`src/rtl/i2c_codec_cfg_seq_pkg.sv`:
```
// ---------------------------------------------------------------------------
// i2c_codec_cfg_seq_pkg
// Shared definitions for the codec configuration sequencer: the encodings
// of the I2C engine phase interface (txMode) and the sequencer FSM states.
// ---------------------------------------------------------------------------
package i2c_codec_cfg_seq_pkg;

  // Phase codes understood by the I2C transmit engine
  typedef enum logic [1:0] {
    MODE_START = 2'd0,
    MODE_BYTE  = 2'd1,
    MODE_STOP  = 2'd2,
    MODE_IDLE  = 2'd3
  } txModeT;

  // Sequencer states: one per engine phase plus the IDLE/NEXT bookkeeping
  typedef enum logic [2:0] {
    ST_IDLE  = 3'd0,
    ST_START = 3'd1,
    ST_B0    = 3'd2,
    ST_B1    = 3'd3,
    ST_B2    = 3'd4,
    ST_STOP  = 3'd5,
    ST_NEXT  = 3'd6
  } seqStateT;

endpackage

```
`src/rtl/i2c_codec_cfg_seq_clk_div.sv`:
```
// ---------------------------------------------------------------------------
// i2c_clk_div
// Free-running divider that produces the engine bit clock and the update
// strobe used by the sequencer.
//   inClock  in   system clock
//   resetN   in   asynchronous active-low reset
//   txClock  out  inClock/CLK_DIV, 50% duty, registered, 1 after reset
//   update   out  high in the cycle whose closing edge makes txClock fall;
//                 every sequencer update happens on that edge
// ---------------------------------------------------------------------------
module i2c_clk_div #(
  parameter int CLK_DIV = 8
) (
  input  logic inClock,
  input  logic resetN,
  output logic txClock,
  output logic update
);

  localparam int CW = (CLK_DIV > 2) ? $clog2(CLK_DIV) : 1;
  localparam logic [CW-1:0] LAST = CW'(CLK_DIV - 1);
  localparam logic [CW-1:0] HALF = CW'(CLK_DIV / 2);

  logic [CW-1:0] divCnt;
  logic [CW-1:0] divNext;

  // Next counter value; txClock and the strobe are both decoded from it so
  // they line up exactly with the edge where divCnt takes that value
  always_comb begin
    divNext = (divCnt == LAST) ? '0 : divCnt + 1'b1;
  end

  assign update = (divNext == HALF);

  // The divider never stops, even while the sequencer is idle, so the
  // engine always sees a clean clock
  always_ff @(posedge inClock or negedge resetN) begin
    if (!resetN) begin
      divCnt  <= '0;
      txClock <= 1'b1;
    end else begin
      divCnt  <= divNext;
      txClock <= (divNext < HALF);
    end
  end

endmodule

```
`src/rtl/i2c_codec_cfg_seq.sv`:
```
// ---------------------------------------------------------------------------
// i2c_codec_cfg_seq
// Walks an external register table and, for every entry, drives the I2C
// transmit engine through START, device address, word high byte, word low
// byte and STOP. Also generates the engine's bit clock.
//   inClock    in   system clock
//   resetN     in   asynchronous active-low reset
//   start      in   one-cycle pulse, begins the sequence (ignored when busy)
//   tableAddr  out  table index;  tableData in  16-bit word at that index
//   txClock    out  engine clock
//   txMode     out  engine phase code;  txData out  byte to send
//   txReady    in   engine phase-done flag;  txAck in  slave ACKed last byte
//   busy/done/error out  status; done and error are sticky until next start
// Optional build macro I2C_CFG_RETRY_EN: a NACKed entry is retried up to
// MAX_RETRY times before error is raised. Without it the first NACK aborts.
// ---------------------------------------------------------------------------
module i2c_codec_cfg_seq
  import i2c_codec_cfg_seq_pkg::*;
#(
  parameter int          CLK_DIV  = 8,
  parameter logic [7:0]  DEV_ADDR = 8'h34,
  parameter int          NUM_REGS = 10
`ifdef I2C_CFG_RETRY_EN
  , parameter int        MAX_RETRY = 3
`endif
) (
  input  logic        inClock,
  input  logic        resetN,
  input  logic        start,
  output logic [7:0]  tableAddr,
  input  logic [15:0] tableData,
  output logic        txClock,
  output logic [1:0]  txMode,
  output logic [7:0]  txData,
  input  logic        txReady,
  input  logic        txAck,
  output logic        busy,
  output logic        done,
  output logic        error
);

  localparam logic [7:0] LAST_IDX = 8'(NUM_REGS - 1);

  logic        update;
  seqStateT    state;
  logic        startPend;
  logic        seenLow;
  logic        nackFlag;
  logic [15:0] dataReg;
  logic        phaseDone;
`ifdef I2C_CFG_RETRY_EN
  logic [1:0]  retryCnt;
`endif

  i2c_clk_div #(.CLK_DIV(CLK_DIV)) uDiv (
    .inClock (inClock),
    .resetN  (resetN),
    .txClock (txClock),
    .update  (update)
  );

  // A phase is finished only once the engine has been seen busy (ready low)
  // and then ready again, so a stale ready from the previous phase is ignored
  assign phaseDone = seenLow && txReady;

  // Main sequencer. The start pulse is captured at any edge, but all engine
  // facing outputs and state changes happen only on update edges (txClock
  // falling) so they are stable whenever the engine samples on the rise.
  always_ff @(posedge inClock or negedge resetN) begin
    if (!resetN) begin
      state     <= ST_IDLE;
      startPend <= 1'b0;
      seenLow   <= 1'b0;
      nackFlag  <= 1'b0;
      dataReg   <= '0;
      tableAddr <= '0;
      txMode    <= MODE_IDLE;
      txData    <= '0;
      busy      <= 1'b0;
      done      <= 1'b0;
      error     <= 1'b0;
`ifdef I2C_CFG_RETRY_EN
      retryCnt  <= '0;
`endif
    end else begin
      if (state == ST_IDLE && start && !startPend) begin
        startPend <= 1'b1;
        busy      <= 1'b1;
        done      <= 1'b0;
        error     <= 1'b0;
        tableAddr <= '0;
`ifdef I2C_CFG_RETRY_EN
        retryCnt  <= '0;
`endif
      end

      if (update) begin
        if (!txReady) seenLow <= 1'b1;
        case (state)
          ST_IDLE: begin
            if (startPend) begin
              startPend <= 1'b0;
              nackFlag  <= 1'b0;
              seenLow   <= 1'b0;
              txMode    <= MODE_START;
              state     <= ST_START;
            end
          end
          ST_START: begin
            if (phaseDone) begin
              seenLow <= 1'b0;
              dataReg <= tableData;
              txMode  <= MODE_BYTE;
              txData  <= DEV_ADDR;
              state   <= ST_B0;
            end
          end
          ST_B0, ST_B1, ST_B2: begin
            if (phaseDone) begin
              seenLow <= 1'b0;
              if (!txAck || state == ST_B2) begin
                if (!txAck) nackFlag <= 1'b1;
                txMode <= MODE_STOP;
                state  <= ST_STOP;
              end else if (state == ST_B0) begin
                txData <= dataReg[15:8];
                state  <= ST_B1;
              end else begin
                txData <= dataReg[7:0];
                state  <= ST_B2;
              end
            end
          end
          ST_STOP: begin
            if (phaseDone) begin
              seenLow <= 1'b0;
              txMode  <= MODE_IDLE;
              state   <= ST_NEXT;
            end
          end
          ST_NEXT: begin
`ifdef I2C_CFG_RETRY_EN
            if (nackFlag && retryCnt < 2'(MAX_RETRY)) begin
              retryCnt <= retryCnt + 1'b1;
              nackFlag <= 1'b0;
              seenLow  <= 1'b0;
              txMode   <= MODE_START;
              state    <= ST_START;
            end else
`endif
            if (nackFlag) begin
              error <= 1'b1;
              busy  <= 1'b0;
              state <= ST_IDLE;
            end else begin
`ifdef I2C_CFG_RETRY_EN
              retryCnt <= '0;
`endif
              if (tableAddr == LAST_IDX) begin
                done  <= 1'b1;
                busy  <= 1'b0;
                state <= ST_IDLE;
              end else begin
                tableAddr <= tableAddr + 1'b1;
                seenLow   <= 1'b0;
                txMode    <= MODE_START;
                state     <= ST_START;
              end
            end
          end
          default: begin
            txMode <= MODE_IDLE;
            state  <= ST_IDLE;
          end
        endcase
      end
    end
  end

endmodule

```
`config.mk`:
```
export PLATFORM = sky130hd
export DESIGN_NAME = i2c_codec_cfg_seq
export DESIGN_NICKNAME = d
export VERILOG_FILES = /design/src/rtl/i2c_codec_cfg_seq_pkg.sv /design/src/rtl/i2c_codec_cfg_seq_clk_div.sv /design/src/rtl/i2c_codec_cfg_seq.sv
export SDC_FILE = /design/constraint.sdc
export NUM_CORES = 1
export LEC_CHECK = 0
export CAP_MARGIN = 5
export CORE_ASPECT_RATIO = 1.1
export CORE_MARGIN = 2
export CORE_UTILIZATION = 34
export CTS_CLUSTER_DIAMETER = 50
export CTS_CLUSTER_SIZE = 8
export DETAILED_ROUTE_END_ITERATION = 8
export DONT_BUFFER_PORTS = 1
export PLACE_DENSITY = 0.55
export SLEW_MARGIN = 40
export SYNTH_ARGS = -nofsm -noshare
export SYNTH_HDL_FRONTEND = slang
export SYNTH_SLANG_ARGS = --single-unit
```
`constraint.sdc`:
```
create_clock -name inClock -period 2.87 [get_ports inClock]
set_input_delay 0.861 -clock inClock [delete_from_list [all_inputs] [get_ports inClock]]
set_output_delay 0.861 -clock inClock [all_outputs]
set_load 0.01 [all_outputs]
```
==> impl_metrics.json <==
{
  "status": "complete, no violations",
  "rows": 31,
  "dieWidth_um": 83.7,
  "die-area_um2": 7670,
  "drv_slew": 0,
  "slew_headroom_pct": 50.7,
  "grt_pass1_vias": 1530,
  "cts_tree": "done",
  "cts_resized": 0,
  "p_int_mw": 1.21,
  "clock_power_share_pct": 21.3,
  "numCtsBuffers": 5,
  "grt_overflow_total": 0,
  "ys_dominant_reg_cell": "dfrtp_1",
  "fin_tns_setup_ps": 0,
  "antennaDiodeCount": 0,
  "r2r_end": "txData[6]$_DFFE_PN0P_",
  "drt-total-wl_mm": 4.54,
  "r2r_cells": 5,
  "viasPerCell": 5.30,
  "yosysTopAreaCell": "dfrtp_1",
  "rsz0062_at_grt": "no",
  "async_flop_share_pct": 100,
  "drive_gt1_share_pct": 16.9,
  "r2r_setup_slack_ps": 630,
  "clock-root-buffer": "clkbuf_8",
  "grt_first_pass_wirelength_mm": 7.66,
  "powerDensity_nw_per_um2": 768,
  "cp-start-kind": "flop",
  "clk_latency_ps": 310,
  "syn_nets": 240,
  "fin_nets": 238,
  "die_height_um": 91.6,
  "fin_crit_sh_pct": 78.2,
  "cp_max_fo": 16,
  "critPathKind": "reg -> reg",
  "total_power_mw": 1.93,
  "yosysWarnings": 0,
  "avgSynthCellArea_um2": 11.1,
  "path_clk_slew_ps": 100,
  "hold_violations": 0,
  "sw_frac_of_total_pct": 37.4,
  "yosys-top-cells-area": "dfrtp_1 (46%), mux2_2 (7.6%), mux2i_1 (3.8%), nand2_1 (3.5%), dfstp_2 (3.3%)",
  "dp_slack_ps": 567,
  "drv_cap": 0,
  "power.share.sequential_pct": 54.4,
  "required_ps": 3070,
  "ant_nets": 0,
  "route.detailed.drc": 0,
  "r2r-start": "uDiv.divCnt[0]$_DFF_PN0_",
  "critical_path_arrival_ps": 2450,
  "drt-wirelength-per-cell_um": 15.4,
  "power.switching_mw": 0.723,
  "fmax_ghz": 0.446,
  "vdd_drop_max_mv": 0.352,
  "antenna_found_initial": 0,
  "seq_area_frac_synth_pct": 49.7,
  "ys_seq_elements": 47,
  "synth_edf_count": 0,
  "syn_area_um2": 2370,
  "vias": 1563,
  "drt_iter0_drc": 73,
  "skew_ps": 9.23,
  "place_hpwl_mm": 3.21,
  "cts_post_setup_buffers_inserted": 0,
  "min_path_type": "in -> async",
  "leakage_nw": 1.15,
  "setup_violations": 0,
  "initial_core_util_pct": 35.6,
  "cts_sinks": 47,
  "fin_util_pct": 37.7,
  "area_delta_synth_final_pct": 6.06,
  "port_buffers": 0,
  "ys_types": 50,
  "fin_ws_ps": 627,
  "cp-end-kind": "flop",
  "power_frac_comb_pct": 24.3,
  "synthCells": 214,
  "synth_top_area_share_pct": 46.4,
  "gp_routability_congestion": 0.797,
  "pin_count": 43,
  "grt_start_max_net_pins": 48,
  "fin_crit_ps": 2240,
  "grtUsageTotal_pct": 12.3,
  "htreeDepth": 2,
  "ctsHoldBuffers": 0,
  "clockBufferDepth": 2,
  "worst_pin_slew_ps": 739,
  "dr.pass1.iters": 6,
  "core-area_um2": 6670
}
## worst max-delay path by stage
stage,startpoint,endpoint,slack [ps],cells after the start
finish,uDiv.divCnt[0]$_DFF_PN0_,txData[6]$_DFFE_PN0P_,630,5
global route,uDiv.divCnt[0]$_DFF_PN0_,txData[6]$_DFFE_PN0P_,470,5
CTS,uDiv.divCnt[0]$_DFF_PN0_,txData[6]$_DFFE_PN0P_,570,5
detailed placement,uDiv.divCnt[0]$_DFF_PN0_,txData[6]$_DFFE_PN0P_,570,5
global placement,uDiv.divCnt[0]$_DFF_PN0_,txData[6]$_DFFE_PN0P_,680,5
floorplan,uDiv.divCnt[0]$_DFF_PN0_,dataReg[0]$_DFFE_PN0P_,670,6
## registers in the layout (all words and copies together) (netlist names)
signal / count
busy: 1
tableAddr: 8
uDiv.divCnt: 3
startPend: 1
done: 1
uDiv.txClock: 1
txMode: 2
error: 1
state: 3
seenLow: 1
txData: 8
dataReg: 16
nackFlag: 1
## stage by stage
stage / hold WS (ps) / std cells / instance area, um2
after floorplan: 407 / 214 / 2370
after global placement: 416 / 287 / 2430
after detailed placement: 425 / 287 / 2430
after CTS: 231 / 295 / 2520
after global routing: 217 / 295 / 2520
final: 244 / 295 / 2520
## cells in the final DEF, fill, tap and decap left out, drive strengths merged, types with 3 or more instances in the layout
cell type / instances
nor2: 13
and3: 3
dfrtp: 44
nor3: 3
clkbuf: 5
nand2: 22
ha: 5
o211ai: 3
nand2b: 6
mux2: 17
o21ai: 8
o31ai: 7
mux2i: 9
dfstp: 3
nor2b: 7
nand3: 7
a211oi: 4
nor3b: 3
inv: 7
## cell type report
cell class / count / area [um2]
flip-flops and latches: 47 / 1180
fillers: 679 / 4150
clock buffers: 5 / 68.8
multi-input cells: 150 / 1110
well taps: 82 / 103
clock inverters: 3 / 22.5
repair buffers: 2 / 15.0
inverters: 6 / 22.5
## power by group through the flow
| stage | Sequential [mW] | Clock (mW) | Combinational [mW] |
|---|---|---|---|
| 2_1_floorplan | 0.947 | 0 | 0.486 |
| 3_3_place_gp | 1.07 | 0 | 0.470 |
| 3_5_place_dp | 1.07 | 0 | 0.475 |
| 4_1_cts | 1.05 | 0.429 | 0.479 |
| 5_1_grt | 1.09 | 0.455 | 0.544 |
| 6_report | 1.05 | 0.411 | 0.470 |
## logic make-up (layout without fill, tap and decap cells)
kind of cell,after synthesis,in the layout,synth area share [%]
simple gates,75,75,17.7
flops,47,47,49.7
compound gates,43,43,13.7
mux,26,26,12.0
buf+inv,17,16,3.90
fa+ha+maj,5,5,2.64
xor+xnor,1,1,0.369
## critical path, stage by stage (launching register included)
cell	delay, ps
dfrtp_1	390
ha_1	240
ha_1	330
nand2b_1	260
a2111o_1	620
o31ai_1	310
## per-layer routing
| layer | global-route usage (%) | vias to the layer above | part of all wire [%] | routed length [um] |
|---|---|---|---|---|
| li1 | - | 771 | - | - |
| met1 | 16.8 | 737 | 48 | 2180 |
| met4 | 3.63 | 0 | 1.3 | 58 |
| met2 | 18.1 | 47 | 44 | 1980 |
| met3 | 4.95 | 8 | 7.2 | 327 |
| met5 | 0 | - | 0 | 0 |
## cell usage after synthesis (2+ instances only)
cell type	number
buf_4	3
a32o_1	2
nor3_1	3
clkbuf_1	4
or3_1	2
dfrtp_1	44
a21oi_1	2
mux2_2	16
nor3b_1	3
nand3b_1	2
o211ai_1	3
nand2b_1	5
o31ai_1	7
nor2_1	13
nand2_1	22
a211oi_1	4
o21ba_2	2
nand3_1	7
o22a_1	2
o21ai_0	8
nor2b_1	7
and3_1	3
o2bb2ai_1	2
a21o_1	2
dfstp_2	3
inv_1	6
mux2i_1	9
buf_6	2
ha_1	5
(Power assumes the default switching activity.)
==> RTL edit 1 (same settings) <==
Re-encode `seqStateT` (7 states) as Gray code, 3 bits wide.
--- a/src/rtl/i2c_codec_cfg_seq_pkg.sv
+++ b/src/rtl/i2c_codec_cfg_seq_pkg.sv
@@ -15,13 +15,13 @@
 
   // Sequencer states: one per engine phase plus the IDLE/NEXT bookkeeping
   typedef enum logic [2:0] {
-    ST_IDLE  = 3'd0,
-    ST_START = 3'd1,
-    ST_B0    = 3'd2,
-    ST_B1    = 3'd3,
-    ST_B2    = 3'd4,
-    ST_STOP  = 3'd5,
-    ST_NEXT  = 3'd6
+    ST_IDLE  = 3'b000,
+    ST_START = 3'b001,
+    ST_B0    = 3'b011,
+    ST_B1    = 3'b010,
+    ST_B2    = 3'b110,
+    ST_STOP  = 3'b111,
+    ST_NEXT  = 3'b101
   } seqStateT;
 
 endpackage
Check against the original RTL: same outputs for any inputs over 10 cycles, from zero or initial values and one cycle with resetN low; not proved beyond that.
==> RTL edit 1 against the original RTL <==
Area after synthesis shrank 3.8%. Critical path type unchanged. Final area shrank 3.5%. Wire length shrank 2.4%. First-iteration DRC count shrank 14%. Worst hold slack gained 0.00077 ns. Worst setup slack gained 0.091 ns. Fmax grew 4.2%. Sequential cell count is the same.
Power is not compared: it rests on default switching activity, and its combinational part moved more than twofold at a synthesized area within 25%.
==> RTL edit 1: results (changes against the original RTL) <==
Route
  • Vias per inst: 5.161 (-2.6%)
  • Final WL: 4435 um (-2.4%)
  • Initial drt markers: 63 (-14%)
  • DRT Pass-1 Iters: 3 (-3)

Place
  • DP HPWL: 3125 um (-2.6%)
  • Port Buffers: 0 (unchanged)
  • Placed Area: 0.002338 sq mm (-3.6%)
  • GPL Wtd Cong: 0.7016 (-12%)

Setup path
  • Maximum net fanout on the critical path: 16 (unchanged)
  • Flop2flop setup slack: 0.72 ns (+0.09 ns)
  • Setup crit end: dataReg[6]$_DFFE_PN0P_
  • Worst r2r path cells: 6 (+1)
  • Critical path data arrival time: 2.35 ns (-0.10 ns)

Layout
  • Filler Cells Inserted: 650 (-4.3%)
  • Share of layout cells above drive strength 1: 17.73% (+0.83 points)
  • Nets: 228 (-4.2%)

GRT
  • GRT Total Usage: 13.45% (+1.1 points)
  • Vias in the first global route: 1537 (+0.46%)
  • First-pass GRT wire length: 7741 um (+1.1%)

Clocking
  • CTS resizes: 0 (unchanged)
  • Clock root cell: clkbuf_8

Logic synthesis
  • Async set or reset register ratio after synthesis: 100.0% (unchanged)
  • Top_reg_cell synth: dfrtp_1
  • Synthesis Warnings: 0 (unchanged)
  • Most frequent cells after synthesis: dfrtp_1, nand2_1, mux2_4, nor2_1
  • Sequential area share after synthesis: 51.67% (+2.0 points)
  • Main area contributors after synthesis: dfrtp_1, mux2_4, nand2_1, dfstp_2, mux2_2

Run status
  • Status: finished, final reports clean

STA
  • Clk_skew: 0.01017 ns (+0.0009392 ns)
  • Slew at the pin with the worst max-slew slack: 0.6456 ns (-0.09369 ns)
==> RTL edit 1: metrics by stage <==
stage	hold slack, ns	cells	util, %	setup slack, ns
CTS	0.2303	285	37.05	0.6990
global placement	0.4182	277	35.67	0.7562
floorplan	0.4071	202	-	0.7879
finish	0.2444	285	37.05	0.7174
global route	0.2127	285	37.05	0.5649
detailed placement	0.4281	277	35.67	0.7044
==> RTL edit 1: power by group <==
group | internal (uW) | total (uW) | leakage, uW | switching, uW
combinational | 91.5 | 174 | 0.000546 | 82.6
clock | 175 | 404 | 0.0000454 | 229
sequential | 729 | 807 | 0.000581 | 78.5
==> RTL edit 1: critical path, cell delays in order, from the launching register on <==
cell	delay (ns)
dfrtp_1	0.40
ha_1	0.25
ha_1	0.32
or3b_4	0.40
nor2b_4	0.16
nand2_4	0.18
mux2_4	0.35
==> RTL edit 1: routing by layer <==
| layer | share of wire (%) | up-vias | GRT usage, % |
|---|---|---|---|
| met5 | 0 | - | 0 |
| met4 | 0.41 | 0 | 3.333 |
| met3 | 7.0 | 2 | 4.418 |
| met2 | 46 | 39 | 21.21 |
| met1 | 46 | 718 | 17.74 |
| li1 | - | 712 | - |
==> RTL edit 1: final cells by class <==
class / instances / share of cell area [%]
well taps: 82 / 4.225
inverters: 8 / 1.236
flip-flops and latches: 47 / 48.58
repair buffers: 2 / 0.6182
clock buffers: 6 / 2.988
multi-input cells: 138 / 41.63
clock inverters: 2 / 0.7213
==> RTL edit 1: cell families (layout without fill, tap and decap cells) <==
family                   count (synthesis)  count (layout)  synth area share [%]
AO/OA/AOI/OAI                           43              43                 12.49
AND/OR/NAND/NOR                         65              65                 15.51
multiplexers                            22              22                 12.38
adder cells (fa/ha/maj)                  5               5                 2.740
buffers and inverters                   17              18                 4.054
XOR/XNOR                                 3               3                 1.151
flip-flops                              47              47                 51.67
==> RTL edit 2 (config.mk and constraints unchanged) <==
Made on the original files. `CLK_DIV` is set to 8 in 2 places; all go to 4.
--- a/src/rtl/i2c_codec_cfg_seq_clk_div.sv
+++ b/src/rtl/i2c_codec_cfg_seq_clk_div.sv
@@ -9,7 +9,7 @@
 //                 every sequencer update happens on that edge
 // ---------------------------------------------------------------------------
 module i2c_clk_div #(
-  parameter int CLK_DIV = 8
+  parameter int CLK_DIV = 4
 ) (
   input  logic inClock,
   input  logic resetN,
--- a/src/rtl/i2c_codec_cfg_seq.sv
+++ b/src/rtl/i2c_codec_cfg_seq.sv
@@ -17,7 +17,7 @@
 module i2c_codec_cfg_seq
   import i2c_codec_cfg_seq_pkg::*;
 #(
-  parameter int          CLK_DIV  = 8,
+  parameter int          CLK_DIV  = 4,
   parameter logic [7:0]  DEV_ADDR = 8'h34,
   parameter int          NUM_REGS = 10
 `ifdef I2C_CFG_RETRY_EN
Function: changed (Yosys sat finds a counterexample within 4 cycles, from zero or initial values and one cycle with resetN low).
==> RTL edit 2 against the original RTL <==
Worst setup slack improved by 0.028 ns. Total power up 20%. Largest power group unchanged. Utilization grew 0.67 points. Non-clock buffer count did not move. Area after synthesis down 6.0%. Largest cell class unchanged. Final area is 4.4% lower. Clock skew decreased by 0.0067 ns. Wire length is 4.3% lower. Sequential cell count is 1 lower. Global-route usage is 0.91 points higher.
==> RTL edit 2: results (changes against the original RTL) <==
Route
  • Highest metal used: met4
  • Vias per inst: 5.368 (+1.3%)
  • DRT Pass-1 Iters: 4 (-2)
  • Met2 wire length: 2055 um (+3.9%)
  • Initial drt markers: 66 (-9.6%)
  • Wire length on met1: 1987 um (-8.9%)
  • Met3 Wirelength: 289 um (-12%)
  • Drt wl/cell: 15.70 um (+1.9%)

Logic synthesis
  • Most frequent cells after synthesis: dfrtp_1, mux2_2, nand2_1, mux2i_1, a21oi_1
  • Netlist cell types: 49 (-2.0%)
  • Syn nets: 219 (-8.8%)
  • Sequential area share after synthesis: 51.77% (+2.1 points)
  • Main area contributors after synthesis: dfrtp_1, mux2_2, mux2i_1, dfstp_2, nand2_1
  • Async set or reset register ratio after synthesis: 100.0% (unchanged)

STA
  • Hold Worst Slack: 0.2589 ns (+0.01534 ns)
  • Rel. slew slack: 56.50% (+5.8 points)
  • Final WS setup: 0.6550 ns (+0.02811 ns)
  • Hold Fails Final Rpt: 0 (unchanged)
  • Clk_skew: 0.002545 ns (-0.006685 ns)

Layout
  • Share of layout cells above drive strength 1: 19.29% (+2.4 points)
  • Multi-input gate area: 997.2 sq um (-9.8%)
  • Nets: 221 (-7.1%)
  • Largest registers: dataReg: 16 flops, tableAddr: 8 flops, txData: 8 flops
  • Filler Cells Inserted: 611 (-10%)
  • Diode count: 0 (unchanged)

Setup path
  • Delay-heaviest family, CP: simple AND/OR/NAND/NOR gates
  • Worst path max stage delay: 0.54 ns (-0.08 ns)
  • Setup crit end: tableAddr[5]$_DFF_PN0_
  • CP Class: flop to flop
  • Worst r2r path cells: 6 (+1)
  • R2r startpoint: uDiv.divCnt[1]$_DFF_PN0_
  • Critical path data arrival time: 2.43 ns (-0.02 ns)
  • Critical Path Slowest Stage Cell: or4_1
  • Maximum net fanout on the critical path: 11 (-5)

GRT
  • Met1 Use GR: 17.42% (+0.66 points)
  • GRT Total Usage: 13.24% (+0.91 points)
  • First-pass GRT wire length: 7479 um (-2.4%)
  • Vias in the first global route: 1560 (+2.0%)
  • Largest net degree at the start of global routing: 47 (-2.1%)
  • Grt met2 use: 21.56% (+3.4 points)
  • GR Util met3: 4.545% (-0.41 points)

Place
  • DP HPWL: 3038 um (-5.4%)
  • Place WS: 0.6818 ns (+0.1153 ns)
  • Port Buffers: 0 (unchanged)
  • Placed Area: 0.002297 sq mm (-5.3%)
  • GPL Wtd Cong: 0.7577 (-5.0%)

Hold path
  • Worst min path class: input pin to asynchronous set/reset pin

Power
  • Max IR drop VDD: 349.7 uV (-0.52%)
  • Leakage: 0.001015 uW (-11%)

Clocking
  • Setup repair bufs after CTS: 0 (unchanged)
  • Clock slew at reported path FFs: 0.08 ns (-0.02 ns)
  • Clock buffer depth: 2 (unchanged)
  • Worst skew pair latency: 0.29 ns (-0.02 ns)
  • Level count of the clock H-tree: 2 (unchanged)
  • Clock root cell: clkbuf_8
  • Cts hold-fix bufs: 0 (unchanged)

Run status
  • Status: finished, final reports clean
==> RTL edit 2: power breakdown <==
group / internal (uW) / switching (uW) / total (uW)
combinational: 352 / 327 / 679
sequential: 860 / 309 / 1170
clock: 260 / 215 / 475
total: 1470 / 851 / 2320
==> RTL edit 2: cells by family after synthesis <==
kind of cell | count (synthesis) | synth area share, %
simple gates | 50 | 12.62
mux | 28 | 13.52
buf+inv | 15 | 3.533
compound gates | 51 | 16.32
fa+ha+maj | 4 | 2.243
flops | 46 | 51.77
==> RTL edit 2: layout make-up <==
cell class                      count  area share [%]
Sequential cell                    46           47.97
Multi-Input combinational cell    133           41.42
Tap cell                           80           4.158
Clock buffer                        6           3.015
Clock inverter                      2           1.559
Inverter                            8           1.247
Timing Repair Buffer                2          0.6237
==> RTL edit 2: per-stage QoR <==
stage,instances,power [uW]
detailed placement,269,1873
global placement,269,1866
floorplan,194,1725
finish,277,2323
global route,277,2528
CTS,277,2358
